===== src/rtl/mc_control_unit.sv =====
// mc_control_unit: multicycle control FSM for the RV32I-subset datapath.
// Sequences FETCH/DECODE/EXECUTE/MEM/WB and drives the ALU control code,
// datapath enables and mux selects.
//
// Ports:
//   clk, rst                 clock, synchronous active-high reset
//   op, funct3, funct7b5     latched instruction fields
//   zero                     ALU zero flag (used by BRANCH)
//   PCWrite, AdrSrc, MemWrite, IRWrite, RegWrite   enables / address select
//   ResultSrc, ALUSrcA, ALUSrcB, ImmSrc, ALUControl datapath selects
//   illegal                  illegal-opcode flag
//
// Optional feature macro: MC_ILLEGAL_TRAP_EN
//   defined   -> unknown opcode in DECODE enters HALT (illegal=1 until rst)
//   undefined -> unknown opcode in DECODE returns to FETCH, illegal tied 0
//
// Outputs are Moore-decoded from the state register; BRANCH additionally
// uses zero/funct3 for PCWrite, and rst gates every write enable.
module mc_control_unit #(
  parameter int unsigned OPW = 7
) (
  input  logic           clk,
  input  logic           rst,
  input  logic [OPW-1:0] op,
  input  logic [2:0]     funct3,
  input  logic           funct7b5,
  input  logic           zero,
  output logic           PCWrite,
  output logic           AdrSrc,
  output logic           MemWrite,
  output logic           IRWrite,
  output logic           RegWrite,
  output logic [1:0]     ResultSrc,
  output logic [1:0]     ALUSrcA,
  output logic [1:0]     ALUSrcB,
  output logic [2:0]     ImmSrc,
  output logic [2:0]     ALUControl,
  output logic           illegal
);

  localparam logic [OPW-1:0] OP_LW  = OPW'(7'b0000011);
  localparam logic [OPW-1:0] OP_SW  = OPW'(7'b0100011);
  localparam logic [OPW-1:0] OP_R   = OPW'(7'b0110011);
  localparam logic [OPW-1:0] OP_I   = OPW'(7'b0010011);
  localparam logic [OPW-1:0] OP_B   = OPW'(7'b1100011);
  localparam logic [OPW-1:0] OP_JAL = OPW'(7'b1101111);

  localparam logic [2:0] ALU_ADD = 3'd0;
  localparam logic [2:0] ALU_SUB = 3'd1;
  localparam logic [2:0] ALU_AND = 3'd2;
  localparam logic [2:0] ALU_OR  = 3'd3;
  localparam logic [2:0] ALU_SLT = 3'd4;
  localparam logic [2:0] ALU_XOR = 3'd5;

  typedef enum logic [3:0] {
    S_FETCH,
    S_DECODE,
    S_MEMADR,
    S_MEMREAD,
    S_MEMWB,
    S_MEMWRITE,
    S_EXECR,
    S_EXECI,
    S_ALUWB,
    S_BRANCH,
    S_JAL
`ifdef MC_ILLEGAL_TRAP_EN
    , S_HALT
`endif
  } state_t;

  state_t     state, state_next;
  logic [2:0] alu_funct;

  // State register
  always_ff @(posedge clk) begin
    if (rst) state <= S_FETCH;
    else     state <= state_next;
  end

  // Next-state logic
  always_comb begin
    state_next = S_FETCH;
    case (state)
      S_FETCH:  state_next = S_DECODE;
      S_DECODE: begin
        if (op == OP_LW || op == OP_SW) state_next = S_MEMADR;
        else if (op == OP_R)            state_next = S_EXECR;
        else if (op == OP_I)            state_next = S_EXECI;
        else if (op == OP_B)            state_next = S_BRANCH;
        else if (op == OP_JAL)          state_next = S_JAL;
`ifdef MC_ILLEGAL_TRAP_EN
        else                            state_next = S_HALT;
`else
        else                            state_next = S_FETCH;
`endif
      end
      S_MEMADR:   state_next = (op == OP_LW) ? S_MEMREAD : S_MEMWRITE;
      S_MEMREAD:  state_next = S_MEMWB;
      S_EXECR:    state_next = S_ALUWB;
      S_EXECI:    state_next = S_ALUWB;
      S_JAL:      state_next = S_ALUWB;
`ifdef MC_ILLEGAL_TRAP_EN
      S_HALT:     state_next = S_HALT;
`endif
      default:    state_next = S_FETCH;
    endcase
  end

  // ALU operation selected by funct3 (sub only for R-type with funct7b5)
  always_comb begin
    alu_funct = ALU_ADD;
    case (funct3)
      3'b000:  alu_funct = (op == OP_R && funct7b5) ? ALU_SUB : ALU_ADD;
      3'b010:  alu_funct = ALU_SLT;
      3'b100:  alu_funct = ALU_XOR;
      3'b110:  alu_funct = ALU_OR;
      3'b111:  alu_funct = ALU_AND;
      default: alu_funct = ALU_ADD;
    endcase
  end

  // Output decode; rst forces all write enables and illegal low
  always_comb begin
    PCWrite    = 1'b0;
    AdrSrc     = 1'b0;
    MemWrite   = 1'b0;
    IRWrite    = 1'b0;
    RegWrite   = 1'b0;
    ResultSrc  = 2'b00;
    ALUSrcA    = 2'b00;
    ALUSrcB    = 2'b00;
    ALUControl = ALU_ADD;
    illegal    = 1'b0;

    if      (op == OP_SW)  ImmSrc = 3'b001;
    else if (op == OP_B)   ImmSrc = 3'b010;
    else if (op == OP_JAL) ImmSrc = 3'b011;
    else                   ImmSrc = 3'b000;

    case (state)
      S_FETCH: begin
        IRWrite   = 1'b1;
        PCWrite   = 1'b1;
        ALUSrcB   = 2'b10;
        ResultSrc = 2'b10;
      end
      S_DECODE: begin
        ALUSrcA = 2'b01;
        ALUSrcB = 2'b01;
      end
      S_MEMADR: begin
        ALUSrcA = 2'b10;
        ALUSrcB = 2'b01;
      end
      S_MEMREAD:  AdrSrc = 1'b1;
      S_MEMWB: begin
        ResultSrc = 2'b01;
        RegWrite  = 1'b1;
      end
      S_MEMWRITE: begin
        AdrSrc   = 1'b1;
        MemWrite = 1'b1;
      end
      S_EXECR: begin
        ALUSrcA    = 2'b10;
        ALUControl = alu_funct;
      end
      S_EXECI: begin
        ALUSrcA    = 2'b10;
        ALUSrcB    = 2'b01;
        ALUControl = alu_funct;
      end
      S_ALUWB:    RegWrite = 1'b1;
      S_BRANCH: begin
        ALUSrcA    = 2'b10;
        ALUControl = ALU_SUB;
        // beq/bne only; other funct3 encodings never redirect the PC
        PCWrite    = (funct3[2:1] == 2'b00) & (zero ^ funct3[0]);
      end
      S_JAL: begin
        ALUSrcA = 2'b01;
        ALUSrcB = 2'b10;
        PCWrite = 1'b1;
      end
`ifdef MC_ILLEGAL_TRAP_EN
      S_HALT:     illegal = 1'b1;
`endif
      default: ;
    endcase

    if (rst) begin
      PCWrite  = 1'b0;
      IRWrite  = 1'b0;
      MemWrite = 1'b0;
      RegWrite = 1'b0;
      illegal  = 1'b0;
    end
  end

endmodule

===== config.mk =====
export PLATFORM = sky130hd
export DESIGN_NAME = mc_control_unit
export DESIGN_NICKNAME = d
export VERILOG_FILES = /design/src/rtl/mc_control_unit.sv
export SDC_FILE = /design/constraint.sdc
export NUM_CORES = 1
export LEC_CHECK = 0
export BUFFER_PORTS_ARGS = -buffer_cell sky130_fd_sc_hd__buf_4
export CAP_MARGIN = 20
export CORE_MARGIN = 2
export CORE_UTILIZATION = 30
export DETAILED_ROUTE_END_ITERATION = 6
export SLEW_MARGIN = 20
export SYNTH_ARGS = -nofsm -noshare
export SYNTH_HDL_FRONTEND = slang
export SYNTH_SLANG_ARGS = --single-unit

===== constraint.sdc =====
create_clock -name clk -period 1.85 [get_ports clk]
set_clock_uncertainty 0.05 [all_clocks]
set_input_delay 0.0925 -clock clk [delete_from_list [all_inputs] [get_ports clk]]
set_output_delay 0.0925 -clock clk [all_outputs]
set_load 0.02 [all_outputs]

==> impl_metrics.yaml <==
grt:
  antenna_found_initial: 0
  grt_pass1_vias: 512
  grt_max_degree: 15
  grt_overflow: 0
  grt_pass1_wl_mm: 2.15
  grt.total_usage_pct: 13.8
cells_and_area:
  regMostFlops: "state"
  final-seq-area_um2: 82.6
  multi_input_area_um2: 417
  largest_reg_flops: 4
  top_regs: "state x4"
  nNetsFinal: 116
  fillers: 185
  drive_gt1_share_pct: 39.0
  layout_common_cells: "buf_4, nor3_1, nor2_1, xnor2_1"
  fin_cells: 125
  diodes: 0
  final_util_pct: 46.7
  syn2layout_area_growth_pct: 46.4
  layout_commonest_cell: "buf_4"
clocking:
  clockBufferDepth: 2
  cts_setup_buffers: 0
  cts_sinks: 4
  htree_levels: 1
  clock-root-buffer: "clkbuf_4"
  cts_tree: "yes"
  clkLatencyLatePin_ns: 0.24
  clk_pin_slew_ns: 0.05
  tritoncts.num_buffers: 3
route:
  drc: 0
  wl_met1_um: 697
  dr_wl_met3_um: 106
  route.vias.total: 614
  first_pass_iters: 4
  wl_met2_um: 633
  antenna_left: 0
  drtIter0Drc: 12
  wl_mm: 1.44
  topRoutingLayerUsed: "met3"
  wl_per_cell_um: 11.5
  vias_per_cell: 4.91
critical_path:
  crit_type: "register to output pin"
  worstReg2RegEnd: "state[1]"
  crit_end: "ALUControl[0]"
  cp-startpoint: "state[2]"
  cp.arrival_ns: 1.54
  r2r.worst_path.cells: 4
  crit_buf_inv: 1
  critPathTopFamily: "flip-flops"
  end_kind: "output pin"
  critPathSlowestCell: "dfxtp_1"
  required_ns: 1.71
  crit_cells: 4
  cp-start-kind: "register"
  slowest_delay_ns: 0.55
  r2r-start: "state[0]"
  crit_fanout: 12
  r2r_setup_slack_ns: 0.37
  worstPathCellList: "nand2b_1, or3_1, o21ai_1, buf_4"
logic_synthesis:
  ys_warn_count: 0
  yosys-top-cells-area: "dfxtp_1, xnor2_1, nor3_1"
  yosysSeqAreaShare_pct: 14.7
  asyncSetResetFlopFracSynth_pct: 0
  synth_seq_cells: 4
  synthFlopType: "dfxtp_1"
  synth.cell_area_um2: 544
  synthCells: 71
  synth_area_leader_cell: "dfxtp_1"
  ys_types: 39
  synth_edf_count: 0
  synth_top_cell_area_share_pct: 14.7
  avgSynthCellArea_um2: 7.67
place:
  port_buffers: 29
  place_ws_ns: 0.265
  hpwl_mm: 1.14
  gp_congestion: 0.721
  dpl.cell_count: 122
pwr:
  p_leak_nw: 0.345
  clkPwrFrac_pct: 35.7
  p_per_area_mw_per_mm2: 395
  netSwitchingPower_w: 0.000101
  swShare_pct: 32.0
  pwr-share-seq_pct: 29.8
  comb_power_share_pct: 34.5
  p_int_w: 0.000214
  p_total_w: 0.000315
  vdd_drop_max_v: 0.000393
timing:
  maxSlewViolCount: 0
  setup_viol: 0
  hold_violations: 0
  clock.fmax_ghz: 0.596
  setup_ws_ns: 0.172
  period_share_pct: 90.7
  min_period_ns: 1.68
  finalSetupTns_ns: 0
  rsz0062_at_grt: "no"
floorplanning:
  start_util_pct: 31.9
  coreArea_mm2: 0.00171
  dieArea_mm2: 0.00217
  rows: 15
  die_w_um: 46.6
  io_pins: 32
  die_h_um: 46.6
flow_run:
  drv_cap: 0
run_status:
  status: "finished clean"
hold_path:
  hold_path.class: "primary input to register"
[cells in the mapped netlist (2+ instances only)]
| library cell | count |
|---|---|
| o21ai_1 | 2 |
| nand3_1 | 2 |
| buf_2 | 2 |
| xor2_1 | 2 |
| nor2_1 | 5 |
| nor3_1 | 6 |
| nor3b_1 | 3 |
| or3_1 | 2 |
| o21a_1 | 2 |
| a21oi_1 | 3 |
| dfxtp_1 | 4 |
| inv_1 | 2 |
| nand2b_1 | 2 |
| xnor2_1 | 4 |
| and3b_1 | 2 |
| buf_4 | 2 |
| nor4_1 | 3 |
| nand4bb_1 | 2 |
[worst min-delay path by stage]
stage,depth (start not counted),to,from,slack [ns]
after floorplan,2,state[2],op[4],0.21
after global placement,3,state[3],rst,0.39
after detailed placement,3,state[3],rst,0.38
after CTS,3,state[3],rst,0.13
after global routing,3,state[3],rst,0.12
final,3,state[3],rst,0.12
[worst reg2reg max path: cells and delay by family, from the launching register on]
kind                   cells  cell delay, ns
DFF                        1            0.39
buffers and inverters      1            0.19
and+or+nand+nor            1            0.51
AOI/OAI and AO/OA          2            0.27
[per-stage QoR]
stage                     hold slack (ns)  cell area (µm²)
after global routing                0.115              797
after floorplan                     0.213              548
after global placement              0.388              772
final                               0.122              797
after detailed placement            0.384              772
after CTS                           0.125              795
[cell type report]
cell class	instances	area share [%]
multi-input cells	59	52.3
flip-flops and latches	4	10.4
clock buffers	3	2.83
inverters	3	1.41
well taps	25	3.92
repair buffers	31	29.2
[power by group through the flow]
stage	combinational, W	clock [W]	sequential (W)
finish	0.000109	0.000113	0.0000938
global route	0.000116	0.000128	0.0000942
CTS	0.000109	0.000117	0.0000936
detailed placement	0.000109	0	0.0000949
global placement	0.000109	0	0.0000949
floorplan	0.0000597	0	0.0000915
[logic make-up after synthesis]
kind of cell / share of synthesized area, %
XOR/XNOR: 9.66
AND/OR/NAND/NOR: 43.7
other: 0.689
AO/OA/AOI/OAI: 21.8
flip-flops: 14.7
buffers and inverters: 9.42
[timing repair]
item / CTS / global route
hold buffers: 0 / 0
setup endpoints to repair: 0 / 3
endpoints found under the hold margin: 0 / 0
gates resized for setup: 0 / 2
[metal layers]
layer,global-route usage (%),vias up
met2,20.8,23
met4,1.71,0
met5,0,-
met3,5.88,0
met1,18.6,267
li1,-,324
No activity file was read; power rests on OpenSTA's default activity.
